**src/rtl/alu_pkg.sv**
```systemverilog
// Shared definitions for the ALU arbiter slice: the ALU op codes, the FSM
// state encoding and the datapath width.
package alu_pkg;

  localparam int unsigned DATA_W = 32;

  localparam logic [2:0] OP_AND = 3'b000;
  localparam logic [2:0] OP_OR  = 3'b001;
  localparam logic [2:0] OP_ADD = 3'b010;
  localparam logic [2:0] OP_SUB = 3'b110;
  localparam logic [2:0] OP_SLT = 3'b111;
  localparam logic [2:0] OP_NOR = 3'b100;
  localparam logic [2:0] OP_XOR = 3'b101;

  typedef enum logic [1:0] {
    IDLE = 2'd0,
    EXEC = 2'd1,
    RESP = 2'd2
  } state_e;

endpackage

```
**src/rtl/alu_arbiter_if.sv**
```systemverilog
// Request/response bundle between two requesters and the shared ALU arbiter.
// Requester i owns the slice [W*i +: W] of each packed per-requester field.
interface alu_arbiter_if #(
  parameter int unsigned TAG_W = 4
);
  import alu_pkg::*;

  logic [1:0]          req_valid;
  logic [1:0]          req_ready;
  logic [2*DATA_W-1:0] req_ope1;
  logic [2*DATA_W-1:0] req_ope2;
  logic [5:0]          req_aluop;
  logic [2*TAG_W-1:0]  req_tag;
  logic [1:0]          rsp_valid;
  logic [1:0]          rsp_ready;
  logic [DATA_W-1:0]   rsp_resultado;
  logic [TAG_W-1:0]    rsp_tag;

  modport master (
    output req_valid, req_ope1, req_ope2, req_aluop, req_tag, rsp_ready,
    input  req_ready, rsp_valid, rsp_resultado, rsp_tag
  );

  modport slave (
    input  req_valid, req_ope1, req_ope2, req_aluop, req_tag, rsp_ready,
    output req_ready, rsp_valid, rsp_resultado, rsp_tag
  );

endinterface

```
**src/rtl/ALU.sv**
```systemverilog
// Combinational 32-bit ALU shared by the arbiter. SLT is an unsigned compare.
// Undefined op codes give 0.
module ALU
  import alu_pkg::*;
(
  input  logic [DATA_W-1:0] ope1,
  input  logic [DATA_W-1:0] ope2,
  input  logic [2:0]        aluop,
  output logic [DATA_W-1:0] Resultado
);

  always_comb begin
    Resultado = '0;
    case (aluop)
      OP_AND:  Resultado = ope1 & ope2;
      OP_OR:   Resultado = ope1 | ope2;
      OP_ADD:  Resultado = ope1 + ope2;
      OP_SUB:  Resultado = ope1 - ope2;
      OP_SLT:  Resultado = (ope1 < ope2) ? DATA_W'(1) : '0;
      OP_NOR:  Resultado = ~(ope1 | ope2);
      OP_XOR:  Resultado = ope1 ^ ope2;
      default: Resultado = '0;
    endcase
  end

endmodule

```
**src/rtl/alu_arbiter_rr_arb2.sv**
```systemverilog
// Two-way round-robin grant. When both requesters are valid, the grant goes to
// the requester that did not win last time. The pointer resets to 1.
module rr_arb2 (
  input  logic       clk,
  input  logic       rst_n,
  input  logic       en,
  input  logic [1:0] req,
  output logic [1:0] gnt
);

  logic last_q;
  logic last_d;

  always_comb begin
    gnt = '0;
    if (en) begin
      case (req)
        2'b01:   gnt = 2'b01;
        2'b10:   gnt = 2'b10;
        2'b11:   gnt = last_q ? 2'b01 : 2'b10;
        default: gnt = '0;
      endcase
    end
    last_d = (|gnt) ? gnt[1] : last_q;
  end

  always_ff @(posedge clk) begin
    if (!rst_n) last_q <= 1'b1;
    else        last_q <= last_d;
  end

endmodule

```
**src/rtl/alu_arbiter.sv**
```systemverilog
// Shares one ALU between two requesters: grant in IDLE, compute in EXEC, and
// hold the result in RESP until its owner accepts it. ALU_ARB_STATS_EN adds
// grant_cnt, a set of saturating per-requester grant counters.
module alu_arbiter
  import alu_pkg::*;
#(
  parameter int unsigned NUM_REQ = 2,
  parameter int unsigned TAG_W   = 4
) (
  input  logic               clk,
  input  logic               rst_n,
  alu_arbiter_if.slave       bus,
`ifdef ALU_ARB_STATS_EN
  output logic [NUM_REQ-1:0][15:0] grant_cnt,
`endif
  output logic               busy
);

  state_e              state_q, state_d;
  logic                owner_q, owner_d;
  logic [DATA_W-1:0]   ope1_q, ope1_d;
  logic [DATA_W-1:0]   ope2_q, ope2_d;
  logic [2:0]          aluop_q, aluop_d;
  logic [TAG_W-1:0]    tag_q, tag_d;
  logic [NUM_REQ-1:0]  rsp_valid_q, rsp_valid_d;
  logic [DATA_W-1:0]   rsp_resultado_q, rsp_resultado_d;
  logic [TAG_W-1:0]    rsp_tag_q, rsp_tag_d;
  logic                busy_q, busy_d;
  logic [NUM_REQ-1:0]  gnt;
  logic [DATA_W-1:0]   alu_res;

  rr_arb2 u_rr_arb2 (
    .clk   (clk),
    .rst_n (rst_n),
    .en    (state_q == IDLE),
    .req   (bus.req_valid),
    .gnt   (gnt)
  );

  ALU u_alu (
    .ope1      (ope1_q),
    .ope2      (ope2_q),
    .aluop     (aluop_q),
    .Resultado (alu_res)
  );

  always_comb begin
    state_d         = state_q;
    owner_d         = owner_q;
    ope1_d          = ope1_q;
    ope2_d          = ope2_q;
    aluop_d         = aluop_q;
    tag_d           = tag_q;
    rsp_valid_d     = rsp_valid_q;
    rsp_resultado_d = rsp_resultado_q;
    rsp_tag_d       = rsp_tag_q;
    case (state_q)
      IDLE: begin
        if (|gnt) begin
          owner_d = gnt[1];
          ope1_d  = gnt[1] ? bus.req_ope1[DATA_W +: DATA_W] : bus.req_ope1[0 +: DATA_W];
          ope2_d  = gnt[1] ? bus.req_ope2[DATA_W +: DATA_W] : bus.req_ope2[0 +: DATA_W];
          aluop_d = gnt[1] ? bus.req_aluop[3 +: 3] : bus.req_aluop[0 +: 3];
          tag_d   = gnt[1] ? bus.req_tag[TAG_W +: TAG_W] : bus.req_tag[0 +: TAG_W];
          state_d = EXEC;
        end
      end
      EXEC: begin
        rsp_resultado_d = alu_res;
        rsp_tag_d       = tag_q;
        rsp_valid_d     = owner_q ? 2'b10 : 2'b01;
        state_d         = RESP;
      end
      RESP: begin
        if (bus.rsp_ready[owner_q]) begin
          rsp_valid_d = '0;
          state_d     = IDLE;
        end
      end
      default: state_d = IDLE;
    endcase
    busy_d = (state_d != IDLE);
  end

  always_ff @(posedge clk) begin
    if (!rst_n) begin
      state_q         <= IDLE;
      owner_q         <= 1'b0;
      ope1_q          <= '0;
      ope2_q          <= '0;
      aluop_q         <= '0;
      tag_q           <= '0;
      rsp_valid_q     <= '0;
      rsp_resultado_q <= '0;
      rsp_tag_q       <= '0;
      busy_q          <= 1'b0;
    end else begin
      state_q         <= state_d;
      owner_q         <= owner_d;
      ope1_q          <= ope1_d;
      ope2_q          <= ope2_d;
      aluop_q         <= aluop_d;
      tag_q           <= tag_d;
      rsp_valid_q     <= rsp_valid_d;
      rsp_resultado_q <= rsp_resultado_d;
      rsp_tag_q       <= rsp_tag_d;
      busy_q          <= busy_d;
    end
  end

  assign bus.req_ready     = gnt;
  assign bus.rsp_valid     = rsp_valid_q;
  assign bus.rsp_resultado = rsp_resultado_q;
  assign bus.rsp_tag       = rsp_tag_q;
  assign busy              = busy_q;

`ifdef ALU_ARB_STATS_EN
  logic [NUM_REQ-1:0][15:0] grant_cnt_q, grant_cnt_d;

  always_comb begin
    grant_cnt_d = grant_cnt_q;
    for (int unsigned i = 0; i < NUM_REQ; i++) begin
      if (gnt[i] && grant_cnt_q[i] != 16'hFFFF) grant_cnt_d[i] = grant_cnt_q[i] + 16'd1;
    end
  end

  always_ff @(posedge clk) begin
    if (!rst_n) grant_cnt_q <= '0;
    else        grant_cnt_q <= grant_cnt_d;
  end

  assign grant_cnt = grant_cnt_q;
`endif

endmodule

```
**src/flat_wrapper.sv**
```systemverilog
// flat-port wrapper written by rule: the top's interface ports become plain ports
module alu_arbiter_flat import alu_pkg::*;
#(
  parameter int unsigned NUM_REQ = 2,
  parameter int unsigned TAG_W   = 4
)
  (clk, rst_n, busy, bus_req_valid, bus_req_ope1, bus_req_ope2, bus_req_aluop, bus_req_tag, bus_rsp_ready, bus_req_ready, bus_rsp_valid, bus_rsp_resultado, bus_rsp_tag);
  alu_arbiter_if #(.TAG_W(TAG_W)) bus_i ();
  input  logic clk;
  input  logic rst_n;
  output logic busy;
  input wire logic [$bits(bus_i.req_valid)-1:0] bus_req_valid;
  input wire logic [$bits(bus_i.req_ope1)-1:0] bus_req_ope1;
  input wire logic [$bits(bus_i.req_ope2)-1:0] bus_req_ope2;
  input wire logic [$bits(bus_i.req_aluop)-1:0] bus_req_aluop;
  input wire logic [$bits(bus_i.req_tag)-1:0] bus_req_tag;
  input wire logic [$bits(bus_i.rsp_ready)-1:0] bus_rsp_ready;
  output wire logic [$bits(bus_i.req_ready)-1:0] bus_req_ready;
  output wire logic [$bits(bus_i.rsp_valid)-1:0] bus_rsp_valid;
  output wire logic [$bits(bus_i.rsp_resultado)-1:0] bus_rsp_resultado;
  output wire logic [$bits(bus_i.rsp_tag)-1:0] bus_rsp_tag;
  assign bus_i.req_valid = bus_req_valid;
  assign bus_i.req_ope1 = bus_req_ope1;
  assign bus_i.req_ope2 = bus_req_ope2;
  assign bus_i.req_aluop = bus_req_aluop;
  assign bus_i.req_tag = bus_req_tag;
  assign bus_i.rsp_ready = bus_rsp_ready;
  assign bus_req_ready = bus_i.req_ready;
  assign bus_rsp_valid = bus_i.rsp_valid;
  assign bus_rsp_resultado = bus_i.rsp_resultado;
  assign bus_rsp_tag = bus_i.rsp_tag;
  alu_arbiter #(.NUM_REQ(NUM_REQ), .TAG_W(TAG_W)) u_core (.clk(clk), .rst_n(rst_n), .bus(bus_i), .busy(busy));
endmodule
```
**config.mk**
```make
export PLATFORM = sky130hd
export DESIGN_NAME = alu_arbiter_flat
export DESIGN_NICKNAME = d
export VERILOG_FILES = /design/src/rtl/alu_pkg.sv /design/src/rtl/alu_arbiter_if.sv /design/src/rtl/ALU.sv /design/src/rtl/alu_arbiter_rr_arb2.sv /design/src/rtl/alu_arbiter.sv /design/src/flat_wrapper.sv
export SDC_FILE = /design/constraint.sdc
export NUM_CORES = 1
export LEC_CHECK = 0
export CORE_MARGIN = 1
export CORE_UTILIZATION = 40
export CTS_BUF_LIST = sky130_fd_sc_hd__clkbuf_2
export DETAILED_ROUTE_END_ITERATION = 8
export HOLD_SLACK_MARGIN = 0.1
export SYNTH_ARGS = -nofsm -noshare
export SYNTH_HDL_FRONTEND = slang
export SYNTH_HIERARCHICAL = 1
export SYNTH_SLANG_ARGS = --single-unit
```
**constraint.sdc**
```tcl
create_clock -name clk -period 7.25 [get_ports clk]
set_input_delay 1.45 -clock clk [delete_from_list [all_inputs] [get_ports clk]]
set_output_delay 1.45 -clock clk [all_outputs]
set_load 0.01 [all_outputs]
```
Word level (Yosys, flattened, before mapping)

Index checks and enable logic that the tools add are counted.

Add/subtract/negate cells: 2
$lt $le $gt $ge: 2
Equality and inequality tests: 12
Multiplexer cells: 17
Bitwise operators: 4
Reduce and logical (&&, ||, !) cells: 7

Operators by type and width:

| cell               | count |
|---|---|
| $pmux 32 s7        | 1 |
| $mux 32            | 2 |
| $add 32x32->32     | 1 |
| $and 32x32->32     | 1 |
| $lt 32x32->1       | 1 |
| $not 32->32        | 1 |
| $or 32x32->32      | 1 |
| $sub 32x32->32     | 1 |
| $xor 32x32->32     | 1 |
| $eq 3x3->1 const B | 4 |
| $mux 2             | 6 |
| $pmux 2 s3         | 2 |
| $eq 2x2->1 const B | 3 |
| $eq 2x1->1 const B | 2 |
| $mux 4             | 1 |
| $pmux 2 s2         | 1 |
| $reduce_and 2->1   | 2 |
| $reduce_bool 2->1  | 2 |
| $eq 3x1->1 const B | 1 |
| $eq 3x2->1 const B | 1 |
| $logic_not 3->1    | 1 |
| $mux 1             | 3 |
| $mux 3             | 1 |
| $logic_not 2->1    | 1 |
| other kinds (3)    | 3 |

Register bits after elaboration: 114
Input port bits: 148
Output and inout bits: 41
Word-level logic and storage cells: 55

Logic depth before layout (Yosys ltp)

Gate-level depths: netlist (run 1).

Depth in word-level cells: 7
Gate-level depth with buffers: 14
Mapped depth without buffers: 14

Hierarchy

The synthesis (run 1) kept the hierarchy.

By module, submodules not included:

| module      | instances | cells an instance | area an instance (um^2) | seq. area each (um^2) |
|---|---|---|---|---|
| ALU         | 1         | 848               | 5649.2                  | 0.0 |
| alu_arbiter | 1         | 509               | 5001.0                  | 2262.2 |
| rr_arb2     | 1         | 8                 | 56.3                    | 20.0 |

Least setup slack after synthesis (run 1)

Ideal clock, no wire load.

Kind: input port to output port
Start point: in bus_req_valid[0]
End point: out bus_req_ready[0]
Data arrival time: 1.753 ns
Required time: 5.800 ns
Setup slack: 4.047 ns
Cell stages on the path: 2
Buffers on the path: 0
Path through: nand2_1 > a21oi_1

Word-level cells in the longest chain between the ends: 3
Elaborated cells on any way between the ends: 5
Those cells by class: eq/ne: 3; mux: 2

Ends and longest elaborated chain:

| element                                         | line                      | text |
|---|---|---|
| start, declared                                 | flat_wrapper.sv:12        | `input wire logic [$bits(bus_i.req_valid)-1:0] bus_req_valid;` |
| $eq 2x2->1 / $eq 2x1->1 (equally long branches) | alu_arbiter_rr_arb2.sv:17 | `case (req)` |
| $pmux 2 s3 (*)                                  | alu_arbiter_rr_arb2.sv:17 |  |
| $mux 2 (*)                                      | alu_arbiter_rr_arb2.sv:16 | `if (en) begin` |
| end, declared                                   | flat_wrapper.sv:18        | `output wire logic [$bits(bus_i.req_ready)-1:0] bus_req_ready;` |

Mark *: on every way between the ends. The rest lies on a longest branch, timed or not.

Final worst setup path (run 1)

Start point: in bus_req_valid[1]
End point: out bus_req_ready[1]

The elaborated chain is that of the path after synthesis.

==> flow_metrics.env, run 1 <==
export IMPL_outcome="finished, violations left"
export IMPL_violations="design-rule violations"
export IMPL_synth_top_cells_by_area="dfxtp_1, ha_1, mux2i_1, o211a_1, nand2_1"
export IMPL_synth_warnings=6
export IMPL_grt_antenna_before_repair=1
export IMPL_fill_cells=2658
export IMPL_cts_root_buf="clkbuf_2"
export IMPL_fmaxAchievable_mhz=206
export IMPL_ctsHoldBuffers=0
export IMPL_vias=10600
export IMPL_seq_area_um2=2280
export IMPL_ys_flop_type="dfxtp_1"
export IMPL_rsz0062_at_grt="no"
export IMPL_path_clk_slew_ns=0.24
export IMPL_p_per_area_nw_per_um2=283
export IMPL_core_um2=26100
export IMPL_slowest_stage="clkdlybuf4s50_1"
export IMPL_grt_util_all_layers=0.249
export IMPL_grt_pass1_wl_mm=55.0
export IMPL_clk_latency_ns=0.73
export IMPL_leakage_nw=5.46
export IMPL_cp_end_kind="output pin"
export IMPL_dp_hpwl_mm=25.0
export IMPL_ys_seq_area_frac=0.213
export IMPL_worst_pin_slew_ns=1.22
export IMPL_hold_violations=0
export IMPL_drtAntennaViolNets=0
export IMPL_drc=8
export IMPL_crit_path_start_kind="primary input"
export IMPL_crit_top_cell="clkdlybuf4s50_1"
export IMPL_reg2reg_from="u_core/ope2_q[0]"
export IMPL_synth_common_cells="nand2_1, dfxtp_1, ha_1"
export IMPL_drt_total_wl_mm=34.7
export IMPL_synth_cells=1365
export IMPL_crit_buf_inv=2
export IMPL_cts_setup_buffers=0
export IMPL_crit_path_end="bus_req_ready[1]"
export IMPL_period_share=0.668
export IMPL_synth_cell_types=80
export IMPL_rows=59
export IMPL_worstPathCellList="clkdlybuf4s50_1 -> nand2_1 -> a21oi_4 -> clkdlybuf4s50_1"
export IMPL_die_w_um=166
export IMPL_synth_top_area_frac=0.213
export IMPL_syn_area_um2=10700
export IMPL_drive_gt1_frac=0.0597
export IMPL_setup_violations=0
export IMPL_wl_per_cell_um=19.0
export IMPL_r2r_end="u_core/bus.rsp_resultado[30]"
export IMPL_cp_arrival_ns=3.40
export IMPL_setup_tns_ns=0
export IMPL_multi_input_area_um2=7500
export IMPL_slew_headroom=0.185
export IMPL_worst_slack_ns=2.40
export IMPL_cp_num_cells=4
export IMPL_crit_family="buffers and inverters"
export IMPL_layout_nets=1734
export IMPL_grt_overflow=0
export IMPL_htreeDepth=4
export IMPL_synthArstFlopShare=0
export IMPL_synth_edf_count=0
export IMPL_yosysMostFrequentCell="nand2_1"
export IMPL_place_ws_ns=2.40
export IMPL_syn_nets=1619
export IMPL_io_buffers=188
export IMPL_synth_area_leader_cell="dfxtp_1"
export IMPL_finalMaxSlewViolations=0
export IMPL_worst_setup_path_type="primary input to output pin"
export IMPL_cp_required_ns=5.80
export IMPL_ir_drop_mv=0.188
export IMPL_cts_resized=0
export IMPL_ys_ff_latch=114
export IMPL_grt_max_degree=115
export IMPL_ff2ff_path_depth=14
export IMPL_maxCapViolCount=0
export IMPL_final_util=0.490
export IMPL_drtIter0Drc=950
export IMPL_grt_pass1_vias=9776
export IMPL_skew_ns=0.0505
export IMPL_dr_pass1_iters=7
export IMPL_pin_count=189
export IMPL_worstPathMaxFanout=22
export IMPL_r2r_slack_ns=3.15
export IMPL_worstSetupStartpoint="bus_req_valid[1]"
export IMPL_routabilityCongestion=0.940
export IMPL_die_y_um=166
export IMPL_routed_via_density=5.78
export IMPL_final_min_clock_period_ns=4.85
export IMPL_clock_sinks=114
export IMPL_syn_to_final_growth_pct=19.5
export IMPL_hold_class="register to register"
export IMPL_initial_core_util=0.410
export IMPL_cts_tree="built"
export IMPL_cts_made_buffers=17
export IMPL_syn_area_per_cell_um2=7.84
export IMPL_dieArea_um2=27400
export IMPL_crit_path_max_incr_delay_ns=0.69
export IMPL_cts_buffer_depth=2
==> worst min-delay path: stages (launching register included) <==
cell      delay (ns)
dfxtp_1         0.36
nand2_1         0.06
a21boi_1        0.06
==> cell type report <==
| cell class | instances | area share |
|---|---|---|
| Multi-Input combinational cell | 1045 | 0.586 |
| Sequential cell | 114 | 0.179 |
| Timing Repair Buffer | 200 | 0.154 |
| Tap cell | 335 | 0.0328 |
| Inverter | 102 | 0.0299 |
| Clock inverter | 14 | 0.0122 |
| Clock buffer | 17 | 0.00665 |
| Antenna cell | 1 | 0.000196 |
==> cell usage in the layout (no fill, tap or decap), types with 6 or more instances in the layout <==
master           synthesis  layout
clkdlybuf4s50_1          0     187
nand2_1                134     134
dfxtp_1                114     112
ha_1                   104     104
inv_1                  100     100
mux2i_1                 94      94
a21oi_1                 92      91
nand3_1                 81      81
nor2_1                  80      80
o211a_1                 71      71
o21ai_0                 69      69
a21boi_1                38      38
o22ai_1                 28      28
nor3_1                  22      22
a211oi_1                21      21
clkbuf_2                 1      17
a31oi_1                 15      15
xnor2_1                 15      15
o211ai_1                14      14
buf_4                    2      13
mux2_2                  12      12
nor2b_1                 12      11
o21bai_1                11      11
nand2b_1                10      10
a21o_1                   9       9
a221oi_1                 9       9
o21a_1                   8       8
nand4_1                  7       7
clkinv_4                 0       6
o31ai_1                  6       6
==> worst min-delay path by stage <==
stage                                       from                           end  cells after the start
floorplan                        u_core/tag_q[0]         u_core/bus.rsp_tag[0]                      2
global placement                 u_core/tag_q[0]         u_core/bus.rsp_tag[0]                      2
detailed placement               u_core/tag_q[0]         u_core/bus.rsp_tag[0]                      2
CTS                 u_core/bus.rsp_resultado[15]  u_core/bus.rsp_resultado[15]                      2
global route               u_core/bus.rsp_tag[0]         u_core/bus.rsp_tag[0]                      2
finish                           u_core/tag_q[1]         u_core/bus.rsp_tag[1]                      2
==> where the power goes <==
group          switching, mW  total [mW]  internal, mW  leakage [nW]
Combinational           1.36        2.27         0.910          4.38
Sequential             0.140       0.886         0.746         0.939
Clock                  0.308       0.470         0.162         0.145
==> cells by family (layout without fill, tap and decap cells) <==
kind of cell	count (synthesis)	in the layout	synth area share
AO/OA/AOI/OAI	439	439	0.295
buffers and inverters	206	333	0.0883
multiplexers	106	106	0.101
adder cells (fa/ha/maj)	106	106	0.125
XOR/XNOR	18	18	0.0147
flip-flops	114	114	0.213
AND/OR/NAND/NOR	376	376	0.163
other	0	1	0
==> routing by layer <==
layer,up-vias,global-route usage,part of all wire
met5,-,0,0
met1,5004,0.374,0.50
met3,28,0.0413,0.068
met4,0,0.0553,0.011
met2,383,0.368,0.42
li1,5143,-,-
==> per-stage QoR <==
| stage | total power [mW] | hold WS (ns) | instances | cell area (µm²) |
|---|---|---|---|---|
| 4_1_cts | 3.60 | 0.469 | 1827 | 12800 |
| 5_1_grt | 3.90 | 0.486 | 1828 | 12800 |
| 3_3_place_gp | 3.10 | 0.439 | 1796 | 12600 |
| 2_1_floorplan | 2.54 | 0.431 | 1365 | 10700 |
| 6_report | 3.63 | 0.453 | 1828 | 12800 |
| 3_5_place_dp | 3.12 | 0.446 | 1796 | 12600 |
==> state kept, by name, indices dropped and copies added (netlist names) <==
register                  count
u_core/bus.rsp_resultado     32
u_core/ope1_q                32
u_core/ope2_q                32
u_core/bus.rsp_tag            4
u_core/tag_q                  4
u_core/aluop_q                3
u_core/bus.rsp_valid          2
u_core/state_q                2
u_core/busy                   1
u_core/owner_q                1
u_core/u_rr_arb2/last_q       1
(Power assumes the default switching activity.)
==> inputs of run 2 (changes only) <==
==> constraint.sdc (replaced) <==
create_clock -name clk -period 4.95 [get_ports clk]
set_input_delay 0.99 -clock clk [delete_from_list [all_inputs] [get_ports clk]]
set_output_delay 0.99 -clock clk [all_outputs]
set_load 0.01 [all_outputs]
==> flow_metrics.env, run 2 (synthesis results as in run 1) <==
export IMPL_cp_required_ns=5.61
export IMPL_worstPathCellList="inv_1 -> ha_1 -> nor2_1 -> a221oi_2 -> a31oi_1 -> o31ai_2 -> a21oi_1 -> o31a_1 -> a311oi_1 -> o21bai_1 -> a21oi_1 -> nand2_1 -> a21boi_1"
export IMPL_ff2ff_path_depth=13
export IMPL_final_min_clock_period_ns=3.75
export IMPL_slew_headroom=0.244
export IMPL_grt_pass1_vias=9790
export IMPL_layout_commonest_cell="clkdlybuf4s50_1"
export IMPL_hold_depth=2
export IMPL_clock_sinks=114
export IMPL_outcome="finished, violations left"
export IMPL_maxCapViolCount=0
export IMPL_grt_overflow=0
export IMPL_finalMaxSlewViolations=0
export IMPL_grt_max_degree=115
export IMPL_grt_util_all_layers=0.252
export IMPL_worstPathMaxFanout=12
export IMPL_cts_setup_buffers=0
export IMPL_period_share=0.758
export IMPL_clk_latency_ns=0.72
export IMPL_slowest_stage="ha_1"
export IMPL_wl_per_cell_um=19.1
export IMPL_fmaxAchievable_mhz=266
export IMPL_htreeDepth=4
export IMPL_die_w_um=166
export IMPL_drt_total_wl_mm=35.0
export IMPL_layout_common_cells="clkdlybuf4s50_1, nand2_1, dfxtp_1"
export IMPL_vias=10700
export IMPL_drive_gt1_frac=0.0615
export IMPL_power_mw=5.47
export IMPL_cp_end_kind="register"
export IMPL_routabilityCongestion=0.958
export IMPL_dieArea_um2=27400
export IMPL_core_um2=26100
export IMPL_finalNonFillerCells=1835
export IMPL_drc=8
export IMPL_dr_pass1_iters=7
export IMPL_setup_violations=0
export IMPL_die_y_um=166
export IMPL_leakage_nw=5.51
export IMPL_crit_path_max_incr_delay_ns=0.51
export IMPL_cts_tree="built"
export IMPL_ctsHoldBuffers=0
export IMPL_ir_drop_mv=0.170
export IMPL_cts_resized=0
export IMPL_violations="design-rule violations"
export IMPL_rsz0062_at_grt="no"
export IMPL_hold_violations=0
export IMPL_worst_pin_slew_ns=1.13
export IMPL_p_per_area_nw_per_um2=424
export IMPL_drtIter0Drc=986
export IMPL_worst_setup_path_type="register to register"
export IMPL_grt_antenna_before_repair=1
export IMPL_rows=59
export IMPL_initial_core_util=0.410
export IMPL_dpl_cell_area_um2=12600
export IMPL_cp_arrival_ns=4.42
export IMPL_crit_path_start_kind="register"
export IMPL_crit_top_cell="a21oi_1"
export IMPL_syn_to_final_growth_pct=20.5
export IMPL_io_buffers=188
export IMPL_skew_ns=0.0468
export IMPL_grt_pass1_wl_mm=55.0
export IMPL_path_clk_slew_ns=0.22
export IMPL_layout_nets=1737
export IMPL_cts_root_buf="clkbuf_2"
export IMPL_setup_tns_ns=0
export IMPL_hold_class="register to register"
export IMPL_cts_buffer_depth=2
export IMPL_cts_made_buffers=17
export IMPL_dp_hpwl_mm=25.3
export IMPL_dpl_cell_count=1799
export IMPL_routed_via_density=5.81
export IMPL_design_area_um2=12900
export IMPL_drtAntennaViolNets=0
export IMPL_pin_count=189
export IMPL_timing_hold_ws_ns=0.466
==> run 2: area by class of cell <==
type                       instances  area, µm²
sequential                       114       2280
inverter                         102        383
fill                            2686      13200
timing repair buffer             203       1990
clock buffer                      17       85.1
tap                              335        419
antenna                            4       10.0
clock inverter                    15        229
multi-input combinational       1045       7500
==> run 2: critical path: cells and delay by family, from the launching register on <==
kind / cells / cell delay (ns)
adders and majority gates: 1 / 0.51
AOI/OAI and AO/OA: 9 / 2.48
buffers and inverters: 1 / 0.07
and+or+nand+nor: 2 / 0.19
DFF: 1 / 0.46
==> run 2: final timing paths <==
path | from | end | slack, ns
max reg2reg | u_core/ope1_q[4] | u_core/bus.rsp_resultado[0] | 1.20
min | u_core/bus.rsp_resultado[7] | u_core/bus.rsp_resultado[7] | 0.47
max | u_core/ope1_q[4] | u_core/bus.rsp_resultado[0] | 1.20
min reg2reg | u_core/bus.rsp_resultado[7] | u_core/bus.rsp_resultado[7] | 0.47
==> run 2: metrics by stage <==
| stage | utilization | worst slack, ns |
|---|---|---|
| final | 0.494 | 1.20 |
| after floorplan | - | 1.88 |
| after detailed placement | 0.481 | 1.29 |
| after global placement | 0.481 | 1.28 |
| after CTS | 0.493 | 1.11 |
| after global routing | 0.494 | 0.862 |
==> run 2: routing by layer <==
metal | part of all wire | global-route usage
met2 | 0.42 | 0.373
met1 | 0.50 | 0.383
met5 | 0 | 0
met3 | 0.068 | 0.0394
met4 | 0.0091 | 0.0435
==> run 2: where the power goes <==
group	internal [mW]	switching (mW)	total [mW]	leakage, nW
sequential	1.09	0.213	1.31	0.939
combinational	1.34	1.99	3.33	4.39
clock	0.390	0.452	0.841	0.181
==> inputs of run 3 (changes only) <==
==> constraint.sdc (replaced) <==
create_clock -name clk -period 3.7 [get_ports clk]
set_input_delay 0.74 -clock clk [delete_from_list [all_inputs] [get_ports clk]]
set_output_delay 0.74 -clock clk [all_outputs]
set_load 0.01 [all_outputs]
==> flow_metrics.env, run 3 (synthesis results as in run 1) <==
export IMPL_layout_nets=1768
export IMPL_layout_common_cells="clkdlybuf4s50_1, nand2_1, dfxtp_1"
export IMPL_p_sw_mw=3.65
export IMPL_die_w_um=166
export IMPL_drtIter0Drc=882
export IMPL_clk_latency_ns=0.73
export IMPL_cp_arrival_ns=4.23
export IMPL_grt_antenna_before_repair=1
export IMPL_multi_input_area_um2=7550
export IMPL_fill_cells=2634
export IMPL_grt_pass1_wl_mm=56.3
export IMPL_io_buffers=188
export IMPL_syn_to_final_growth_pct=23.5
export IMPL_fmaxAchievable_mhz=281
export IMPL_clock_sinks=114
export IMPL_cts_tree="built"
export IMPL_worstPathMaxFanout=13
export IMPL_dp_hpwl_mm=27.0
export IMPL_design_area_um2=13200
export IMPL_die_y_um=166
export IMPL_drc=8
export IMPL_drtAntennaViolNets=0
export IMPL_rows=59
export IMPL_drt_total_wl_mm=36.1
export IMPL_hold_class="primary input to register"
export IMPL_routabilityCongestion=0.986
export IMPL_worst_pin_slew_ns=0.999
export IMPL_worst_setup_path_type="register to register"
export IMPL_cts_root_buf="clkbuf_2"
export IMPL_worst_slack_ns=0.144
export IMPL_hold_violations=0
export IMPL_period_share=0.961
export IMPL_cts_made_buffers=17
export IMPL_htreeDepth=4
export IMPL_seq_power_share=0.226
export IMPL_cts_buffer_depth=2
export IMPL_skew_ns=0.0434
export IMPL_p_per_area_nw_per_um2=574
export IMPL_finalNonFillerCells=1863
export IMPL_pin_count=189
export IMPL_ctsHoldBuffers=0
export IMPL_slew_headroom=0.334
export IMPL_final_util=0.506
export IMPL_setup_violations=0
export IMPL_finalMaxSlewViolations=0
export IMPL_rsz0062_at_grt="no"
export IMPL_maxCapViolCount=0
export IMPL_p_int_mw=3.93
export IMPL_grt_util_all_layers=0.259
export IMPL_leakage_nw=5.68
export IMPL_core_um2=26100
export IMPL_comb_power_share=0.625
export IMPL_cp_end_kind="register"
export IMPL_outcome="finished, violations left"
export IMPL_grt_max_degree=77
export IMPL_grt_overflow=0
export IMPL_crit_path_start_kind="register"
export IMPL_place_ws_ns=0.0749
export IMPL_routed_via_density=5.75
export IMPL_vias=10700
export IMPL_initial_core_util=0.410
export IMPL_drive_gt1_frac=0.0884
export IMPL_wl_per_cell_um=19.4
export IMPL_ir_drop_mv=0.298
export IMPL_dpl_cell_area_um2=12800
export IMPL_path_clk_slew_ns=0.23
export IMPL_violations="design-rule violations"
export IMPL_dieArea_um2=27400
export IMPL_dr_pass1_iters=8
export IMPL_cp_required_ns=4.38
export IMPL_dpl_cell_count=1829
export IMPL_setup_tns_ns=0
export IMPL_grt_pass1_vias=9896
export IMPL_layout_commonest_cell="clkdlybuf4s50_1"
export IMPL_final_min_clock_period_ns=3.56
export IMPL_switching_share=0.482
export IMPL_clkPwrFrac=0.149
export IMPL_seq_area_um2=2290
## run 3: area by class of cell
class,instances,share of cell area
Inverter,102,0.0290
Multi-Input combinational cell,1045,0.571
Clock buffer,17,0.00644
Sequential cell,114,0.173
Tap cell,335,0.0317
Antenna cell,1,0.000189
Timing Repair Buffer,234,0.171
Clock inverter,15,0.0173
## run 3: through the flow
step / hold slack (ns) / power [mW]
2_1_floorplan: 0.431 / 4.98
3_3_place_gp: 0.440 / 6.29
3_5_place_dp: 0.446 / 6.30
4_1_cts: 0.371 / 7.46
5_1_grt: 0.388 / 8.13
6_report: 0.451 / 7.59
## run 3: routing by layer
metal / global-route usage / vias to the layer above / part of all wire
met5: 0 / - / 0
met4: 0.0471 / 0 / 0.0079
met3: 0.0354 / 20 / 0.066
met2: 0.376 / 415 / 0.40
met1: 0.403 / 5076 / 0.52
li1: - / 5210 / -
## run 3: final timing paths
path	from	to	slack [ns]	cells past startpoint
worst max-delay path	u_core/ope2_q[18]	u_core/bus.rsp_resultado[30]	0.14	13
worst max register to register	u_core/ope2_q[18]	u_core/bus.rsp_resultado[30]	0.14	13
worst min-delay path	rst_n	u_core/ope2_q[13]	0.45	2
worst min register to register	u_core/bus.rsp_resultado[20]	u_core/bus.rsp_resultado[20]	0.47	2
## run 3: power by group through the flow
stage / logic (mW) / registers (mW) / clock network, mW
4_1_cts: 4.59 / 1.71 / 1.16
6_report: 4.74 / 1.72 / 1.13
3_3_place_gp: 4.56 / 1.73 / 0
5_1_grt: 5.15 / 1.76 / 1.21
3_5_place_dp: 4.56 / 1.74 / 0
2_1_floorplan: 3.31 / 1.67 / 0
## run 3: critical path: stages (launching register included)
cell and delay [ns]:
dfxtp_1 0.42, inv_1 0.08, ha_2 0.48, nand4_1 0.23, or3_1 0.38, nor3_1 0.28
o211ai_1 0.28, a31oi_2 0.37, nand4_1 0.18, a31oi_1 0.27, a211oi_1 0.11, o32ai_1 0.23
nand2_1 0.08, a21boi_1 0.12
## run 3: what timing repair did
item / in CTS / in global routing
setup endpoints to repair: 0 / 4
resized for setup: 0 / 15
buffers inserted: 0 / 1
